[config.mk]
export PLATFORM = sky130hd
export DESIGN_NAME = alu_pipe_top
export DESIGN_NICKNAME = d
export VERILOG_FILES = /design/src/rtl/alu_pkg.sv /design/src/rtl/alu_core.sv /design/src/rtl/alu_pipe_top.sv
export SDC_FILE = /design/constraint.sdc
export NUM_CORES = 1
export LEC_CHECK = 0
export ABC_AREA = 1
export BUFFER_PORTS_ARGS = -buffer_cell sky130_fd_sc_hd__buf_2
export CAP_MARGIN = 20
export CELL_PAD_IN_SITES_DETAIL_PLACEMENT = 1
export CELL_PAD_IN_SITES_GLOBAL_PLACEMENT = 2
export CORE_UTILIZATION = 34
export DETAILED_ROUTE_END_ITERATION = 6
export PLACE_DENSITY = 0.95
export SETUP_SLACK_MARGIN = 0.5
export SLEW_MARGIN = 20
export SYNTH_ARGS = -nofsm -noshare
export SYNTH_HDL_FRONTEND = slang
export SYNTH_SLANG_ARGS = --single-unit
export TNS_END_PERCENT = 30
[constraint.sdc]
create_clock -name clk -period 4.5 [get_ports clk]
set_clock_uncertainty 0.15 [all_clocks]
set_input_delay 0 -clock clk [delete_from_list [all_inputs] [get_ports clk]]
set_output_delay 0 -clock clk [all_outputs]
set_load 0.02 [all_outputs]
[src/rtl/alu_pkg.sv]
// Shared constants for the pipelined ALU: opcode encodings and flag-vector bit positions.
package alu_pkg;

  localparam logic [2:0] OP_ADD = 3'd0;
  localparam logic [2:0] OP_SUB = 3'd1;
  localparam logic [2:0] OP_AND = 3'd2;
  localparam logic [2:0] OP_OR  = 3'd3;
  localparam logic [2:0] OP_XOR = 3'd4;
  localparam logic [2:0] OP_NOT = 3'd5;
  localparam logic [2:0] OP_SHL = 3'd6;
  localparam logic [2:0] OP_SHR = 3'd7;

  localparam int FLG_COUT = 0;
  localparam int FLG_ZERO = 1;
  localparam int FLG_NEG  = 2;
  localparam int FLG_OVF  = 3;
  localparam int FLG_W    = 4;

endpackage

[src/rtl/alu_core.sv]
// Combinational ALU datapath: result plus carry/zero/negative/overflow flags.
// Optional macro ALU_SAT_EN clamps ADD/SUB results to the signed limit on overflow.
import alu_pkg::*;

module alu_core #(
  parameter int WIDTH = 8
) (
  input  logic [WIDTH-1:0] a_i,
  input  logic [WIDTH-1:0] b_i,
  input  logic [2:0]       sel_i,
  input  logic             cin_i,
  output logic [WIDTH-1:0] result_o,
  output logic [FLG_W-1:0] flags_o
);

  localparam int MSB = WIDTH - 1;

  logic [WIDTH:0]   sum_s;
  logic [WIDTH:0]   diff_s;
  logic [WIDTH-1:0] raw_s;
  logic [WIDTH-1:0] res_s;
  logic             cout_s;
  logic             ovf_s;

  always_comb begin
    sum_s  = {1'b0, a_i} + {1'b0, b_i} + {{WIDTH{1'b0}}, cin_i};
    // Bit WIDTH of the extended difference is the borrow, including the B=all-ones, Cin=1 case.
    diff_s = {1'b0, a_i} - {1'b0, b_i} - {{WIDTH{1'b0}}, cin_i};
    raw_s  = '0;
    cout_s = 1'b0;
    ovf_s  = 1'b0;
    case (sel_i)
      OP_ADD: begin
        raw_s  = sum_s[MSB:0];
        cout_s = sum_s[WIDTH];
        ovf_s  = (a_i[MSB] == b_i[MSB]) && (sum_s[MSB] != a_i[MSB]);
      end
      OP_SUB: begin
        raw_s  = diff_s[MSB:0];
        cout_s = diff_s[WIDTH];
        ovf_s  = (a_i[MSB] != b_i[MSB]) && (diff_s[MSB] != a_i[MSB]);
      end
      OP_AND: raw_s = a_i & b_i;
      OP_OR:  raw_s = a_i | b_i;
      OP_XOR: raw_s = a_i ^ b_i;
      OP_NOT: raw_s = ~a_i;
      OP_SHL: begin
        raw_s  = {a_i[MSB-1:0], 1'b0};
        cout_s = a_i[MSB];
      end
      OP_SHR: begin
        raw_s  = {1'b0, a_i[MSB:1]};
        cout_s = a_i[0];
      end
      default: raw_s = '0;
    endcase
  end

`ifdef ALU_SAT_EN
  // Overflow direction follows A's sign: positive A can only overflow upward.
  assign res_s = !ovf_s       ? raw_s :
                 a_i[MSB]     ? {1'b1, {(WIDTH-1){1'b0}}} :
                                {1'b0, {(WIDTH-1){1'b1}}};
`else
  assign res_s = raw_s;
`endif

  assign result_o          = res_s;
  assign flags_o[FLG_COUT] = cout_s;
  assign flags_o[FLG_ZERO] = (res_s == '0);
  assign flags_o[FLG_NEG]  = res_s[MSB];
  assign flags_o[FLG_OVF]  = ovf_s;

endmodule

[src/rtl/alu_pipe_top.sv]
// Two-stage valid/ready pipelined ALU with registered flags and a saturating overflow counter.
// Build option: ALU_SAT_EN (saturating ADD/SUB, handled inside alu_core).
import alu_pkg::*;

module alu_pipe_top #(
  parameter int WIDTH = 8,
  parameter int CNT_W = 16
) (
  input  logic             clk,
  input  logic             rst,
  input  logic             in_valid,
  output logic             in_ready,
  input  logic [WIDTH-1:0] A,
  input  logic [WIDTH-1:0] B,
  input  logic [2:0]       ALU_Sel,
  input  logic             Cin,
  output logic             out_valid,
  input  logic             out_ready,
  output logic [WIDTH-1:0] Result,
  output logic             Cout,
  output logic             Zero,
  output logic             Negative,
  output logic             Overflow,
  output logic [CNT_W-1:0] ovf_count
);

  logic             s1_valid_q, s1_valid_d;
  logic [WIDTH-1:0] a_q, a_d, b_q, b_d;
  logic [2:0]       sel_q, sel_d;
  logic             cin_q, cin_d;
  logic             out_valid_q, out_valid_d;
  logic [WIDTH-1:0] res_q, res_d;
  logic [FLG_W-1:0] flg_q, flg_d;
  logic [CNT_W-1:0] cnt_q, cnt_d;

  logic             s2_adv_s;
  logic             in_ready_s;
  logic [WIDTH-1:0] core_res_s;
  logic [FLG_W-1:0] core_flg_s;

  alu_core #(.WIDTH(WIDTH)) u_core (
    .a_i      (a_q),
    .b_i      (b_q),
    .sel_i    (sel_q),
    .cin_i    (cin_q),
    .result_o (core_res_s),
    .flags_o  (core_flg_s)
  );

  always_comb begin
    s2_adv_s    = !out_valid_q || out_ready;
    in_ready_s  = !s1_valid_q || s2_adv_s;
    s1_valid_d  = s1_valid_q;
    a_d         = a_q;
    b_d         = b_q;
    sel_d       = sel_q;
    cin_d       = cin_q;
    out_valid_d = out_valid_q;
    res_d       = res_q;
    flg_d       = flg_q;
    cnt_d       = cnt_q;

    if (in_ready_s) begin
      s1_valid_d = in_valid;
      if (in_valid) begin
        a_d   = A;
        b_d   = B;
        sel_d = ALU_Sel;
        cin_d = Cin;
      end
    end

    // Stage-2 data only changes when a real beat moves in, so idle gaps keep the last result.
    if (s2_adv_s) begin
      out_valid_d = s1_valid_q;
      if (s1_valid_q) begin
        res_d = core_res_s;
        flg_d = core_flg_s;
      end
    end

    if (out_valid_q && out_ready && flg_q[FLG_OVF] && (cnt_q != {CNT_W{1'b1}})) begin
      cnt_d = cnt_q + {{(CNT_W-1){1'b0}}, 1'b1};
    end
  end

  always_ff @(posedge clk) begin
    if (rst) begin
      s1_valid_q  <= 1'b0;
      a_q         <= '0;
      b_q         <= '0;
      sel_q       <= 3'd0;
      cin_q       <= 1'b0;
      out_valid_q <= 1'b0;
      res_q       <= '0;
      flg_q       <= '0;
      cnt_q       <= '0;
    end else begin
      s1_valid_q  <= s1_valid_d;
      a_q         <= a_d;
      b_q         <= b_d;
      sel_q       <= sel_d;
      cin_q       <= cin_d;
      out_valid_q <= out_valid_d;
      res_q       <= res_d;
      flg_q       <= flg_d;
      cnt_q       <= cnt_d;
    end
  end

  assign in_ready  = in_ready_s;
  assign out_valid = out_valid_q;
  assign Result    = res_q;
  assign Cout      = flg_q[FLG_COUT];
  assign Zero      = flg_q[FLG_ZERO];
  assign Negative  = flg_q[FLG_NEG];
  assign Overflow  = flg_q[FLG_OVF];
  assign ovf_count = cnt_q;

endmodule

## Word-level counts from Yosys, hierarchy flattened

Cells that the tools add are included.

- Flip-flop bits (word level): 50
- Logic and storage cells: 46
- Output and inout port bits: 30
- Input bits: 24

- Bitwise operators: 4
- Eq/ne operators: 12
- Reductions and logical operators: 13
- Mux-type cells: 3
- Add/sub/neg operators: 5

Operators by type and width:

| operator | count |
|---|---|
| one-hot mux 8 bit (8 select lines) | 1 |
| adder 16 x 1 -> 16 bit, second input constant | 1 |
| != test 16 bit, second input constant | 1 |
| equality test 3 bit, second input constant | 4 |
| adder 8 x 8 -> 9 bit | 1 |
| adder 9 x 1 -> 9 bit | 1 |
| subtractor 8 x 8 -> 9 bit | 1 |
| subtractor 9 x 1 -> 9 bit | 1 |
| AND 8 bit | 1 |
| zero test 8 bit | 1 |
| inverter 8 bit | 1 |
| bitwise OR 8 bit | 1 |
| bitwise XOR 8 bit | 1 |
| equality test 3 x 2 -> 1 bit, second input constant | 2 |
| logical AND 1 bit | 5 |
| one-hot mux 1 bit (4 select lines) | 1 |
| AND reduction 2 bit | 2 |
| equality test 3 x 1 -> 1 bit, second input constant | 1 |
| zero test 3 bit | 1 |
| != test 1 bit | 3 |
| zero test 1 bit | 2 |
| logical OR 1 bit | 2 |
| one-hot mux 1 bit (2 select lines) | 1 |
| equality test 1 bit | 1 |

## Longest topological paths before layout

- Depth in word-level cells: 5
- Depth in mapped cells: 15
- Depth with buffers taken out: 14

## Cells and area by module

Synthesis repeated with hierarchy kept, for this count alone.

- Cell total of the unflattened synthesis: 612
- Area, all modules: 3,846.2 um^2

By module, submodules not included:

| module | seq. area each (um^2) | cells an instance | area an instance (um^2) | times used |
|---|---|---|---|---|
| alu_pipe_top | 1,001.0 | 308 | 2,147.1 | 1 |
| alu_core | 0.0 | 304 | 1,699.1 | 1 |

## Worst setup path before layout

Ideal clock, no wire load.

- Path kind: register -> register
- From: register a_q[0]
- To: register flg_q[1]
- Cell stages (with the launch flop): 13
- Buffers on the path: 0
- Setup time: 0.071 ns
- Required time: 4.279 ns
- Path slack: 2.211 ns
- Data arrival time: 2.068 ns
- Period minus slack after synthesis: 2.289 ns
- Cells stage by stage: dfxtp_1 inv_1 fa_1 fa_1 nand3b_1 nand2_1 nor2_1 nand3_1 nor2_1 nand2_1 nor2_1 nand4_1 a21oi_1

- Longest elaborated chain between the ends: 4
- Elaborated cells between the ends (all ways): 10
- Classes of those cells: add/sub: 4; mux: 1; bitwise: 4; reduce/logical: 1

Ends and longest elaborated chain:

| item | RTL line | RTL |
|---|---|---|
| start, declared | alu_pipe_top.sv:28 | `logic [WIDTH-1:0] a_q, a_d, b_q, b_d;` |
| start signal, assigned | alu_pipe_top.sv:90 | `a_q <= '0;` |
| start signal, assigned | alu_pipe_top.sv:100 | `a_q <= a_d;` |
| subtractor 8 x 8 -> 9 bit or adder 8 x 8 -> 9 bit (tied branches) | alu_core.sv:28, alu_core.sv:26 |  |
| subtractor 9 x 1 -> 9 bit or adder 9 x 1 -> 9 bit (tied branches) | alu_core.sv:28, alu_core.sv:26 |  |
| one-hot mux 8 bit (8 select lines) (*) | alu_core.sv:32 | `case (sel_i)` |
| zero test 8 bit (*) | alu_core.sv:70 | `assign flags_o[FLG_ZERO] = (res_s == '0);` |
| end signal, assigned | alu_pipe_top.sv:106 | `flg_q <= flg_d;` |
| end, declared | alu_pipe_top.sv:33 | `logic [FLG_W-1:0] flg_q, flg_d;` |

Mark *: on every way between the ends. The rest lies on a longest branch, timed or not.
A chain may end at the register's enable or synchronous reset.

## Worst setup path in the final report

Same ends and word-level chain as after synthesis.

==> metrics.txt <==
status=complete, no violations; Vias=3825; final hold slack=0.322 ns; die area=11000 um2; Starting Density=35.0%; Port Buffers=53; FF+latch count, synth=between 40 and 50; Net count, final=roughly 700; Post-CTS Resized=0; met3 WL=386 um; GRT Util Overall=22.2%; Seq/Total Area, Yosys=27.3%; Mapped Cells=553; Post-Route WL=11700 um; most frequent cells in the layout=nand2_1 (124), inv_1 (79), a21oi_1 (54), buf_2 (53), nor2_1 (52); largest net degree at the start of global routing=40; Placement Rows=37; Fin Setup TNS=0 ns; initial antenna violation count=0; DRT iter0 DRCs=179; hold crit path type=flip-flop to flip-flop; max-slew violation count=0; WP data required=between 4 and 5 ns; Vias per Instance=between 5 and 6; Worst-path clk slew=approximately 0.10 ns; vias in the first global route=between 3000 and 4000; Static Leak=roughly 2.1 nW; VDD IR max=0.117 mV; DRT Pass-1 Iters=4; Die Width=between 100 and 150 um; Worst Setup Start Kind=flip-flop; max_cap viols=0; first-pass GRT wire length=just under 20000 um; Area Growth Syn to Fin=19.4%; final setup fails=0; root buffer cell=clkbuf_8; area leader, netlist=dfxtp_1; Netlist cell types=36; CTS sink count=49; share of layout cells above drive strength 1=12.7%; DR DRC count=0; RSZ-0062 raised after global routing=no; GPL Wtd Cong=0.884; fin crit share=59.0%; P per Cell Area=around 270 nW/um2; Max Used Layer=met4; gr ovfl total=0; crit path time final=2.65 ns; fmax=roughly 0.38 GHz; Worst EP arrival=~2.8 ns; Post-DP HPWL=9210 um; endpoints failing hold=0; met1 WL=5330 um; Num CTS Buffers=5; Die H=105 um; IO Pins=54; htree depth=2; met2 wire len=5810 um; worst skew pair latency=0.32 ns; Core ar.=roughly 10000 um2; Setup CP Type=flip-flop to flip-flop; Setup crit end kind=flip-flop; ANT cells=0; Slew @ Worst Pin=0.965 ns; maximum root-to-sink buffer count=2; Fill cells=1393; post-route ant nets=0; mapped cell area=3600 um2; largest cells by area after synthesis=dfxtp_1 (27%), nand2_1 (13%), ha_1 (11%); CTS tree=done; Post-Synthesis Mean Instance Area=6.51 um2; net count after synthesis=612; critical-path maximum fanout=6; WL/cell=15.5 um; Ys Warns=0; commonest non-fill, non-tap cell in the layout=nand2_1; top-area cell type share of the netlist area=27.3%; Slew HR=35.2%
worst max-delay path, cell delays in order, from the launching register on:
cell,delay (ns)
dfxtp_1,0.36
inv_1,0.14
fa_1,0.50
fa_1,0.45
nand2_1,0.12
a21oi_1,0.07
nor2_1,0.10
nand2_1,0.06
nor2_1,0.21
nand2_1,0.08
nor2_1,0.14
nand4_1,0.10
a21oi_1,0.13
state kept, by name, summed over array words and instances, names as in the netlist:
name,count
ovf_count,16
a_q,8
flg_q,4
out_valid,1
b_q,8
Result,7
s1_valid_q,1
sel_q,3
cin_q,1
synthesized netlist by cell type, drive strengths merged:
master and number:
o21bai 1, buf 6, o21a 1, ha 31, clkbuf 9, a21o 1
nand3 42, nand2 128, nand3b 2, xor2 5, nor3 11, o31a 1
or2 1, xnor2 2, dfxtp 49, a21oi 55, inv 85, nor2 54
o211ai 4, fa 4, nand4 12, o22ai 1, o21ai 43, a31oi 2
nor4 3
stage by stage:
stage	instances	setup WS [ns]	util, %	cell area, um2	power, mW
floorplan	553	2.21	-	3600	0.737
global placement	728	1.93	38.6	3960	0.832
detailed placement	728	1.84	38.6	3960	0.841
CTS	759	1.83	41.8	4300	1.16
global route	759	1.64	41.8	4300	1.23
finish	759	1.85	41.8	4300	1.15
where the power goes:
group	switching [mW]	leakage (nW)	internal (mW)
clock	0.163	0.0549	0.142
combinational	0.236	1.66	0.132
sequential	0.0254	0.402	0.455
routing by layer:
metal	up-vias	track usage, %
li1	1928	-
met1	1814	27.3
met2	64	39.8
met3	19	3.18
met4	0	6.84
met5	-	0
area by class of cell:
type	instances	area (um2)	area share, %
Clock inverter	1	8.76	0.204
Timing Repair Buffer	77	503	11.7
Sequential cell	49	981	22.8
Inverter	85	322	7.48
Tap cell	136	170	3.96
Multi-Input combinational cell	404	2220	51.6
Clock buffer	7	96.3	2.24
what timing repair did:
item                       CTS  global route
setup buffers                0             0
hold buffers                23             0
setup endpoints to repair    0             0
hold endpoints to repair    30             0
final timing paths:
path	from	end	slack, ns	cells after the start
max	a_q[0]	flg_q[1]	1.85	12
min	flg_q[0]	flg_q[0]	0.32	2
max reg2reg	a_q[0]	flg_q[1]	1.85	12
min reg2reg	flg_q[0]	flg_q[0]	0.32	2
kinds of logic (layout without fill, tap and decap cells):
family | Yosys count | count (layout) | share of synthesized area, %
adders and majority gates | 35 | 35 | 13.0
DFF | 49 | 49 | 27.3
AOI/OAI and AO/OA | 109 | 109 | 16.0
and+or+nand+nor | 253 | 253 | 30.9
buffers and inverters | 100 | 170 | 11.1
xor gates and xnor gates | 7 | 7 | 1.70
(Power assumes the default switching activity.)
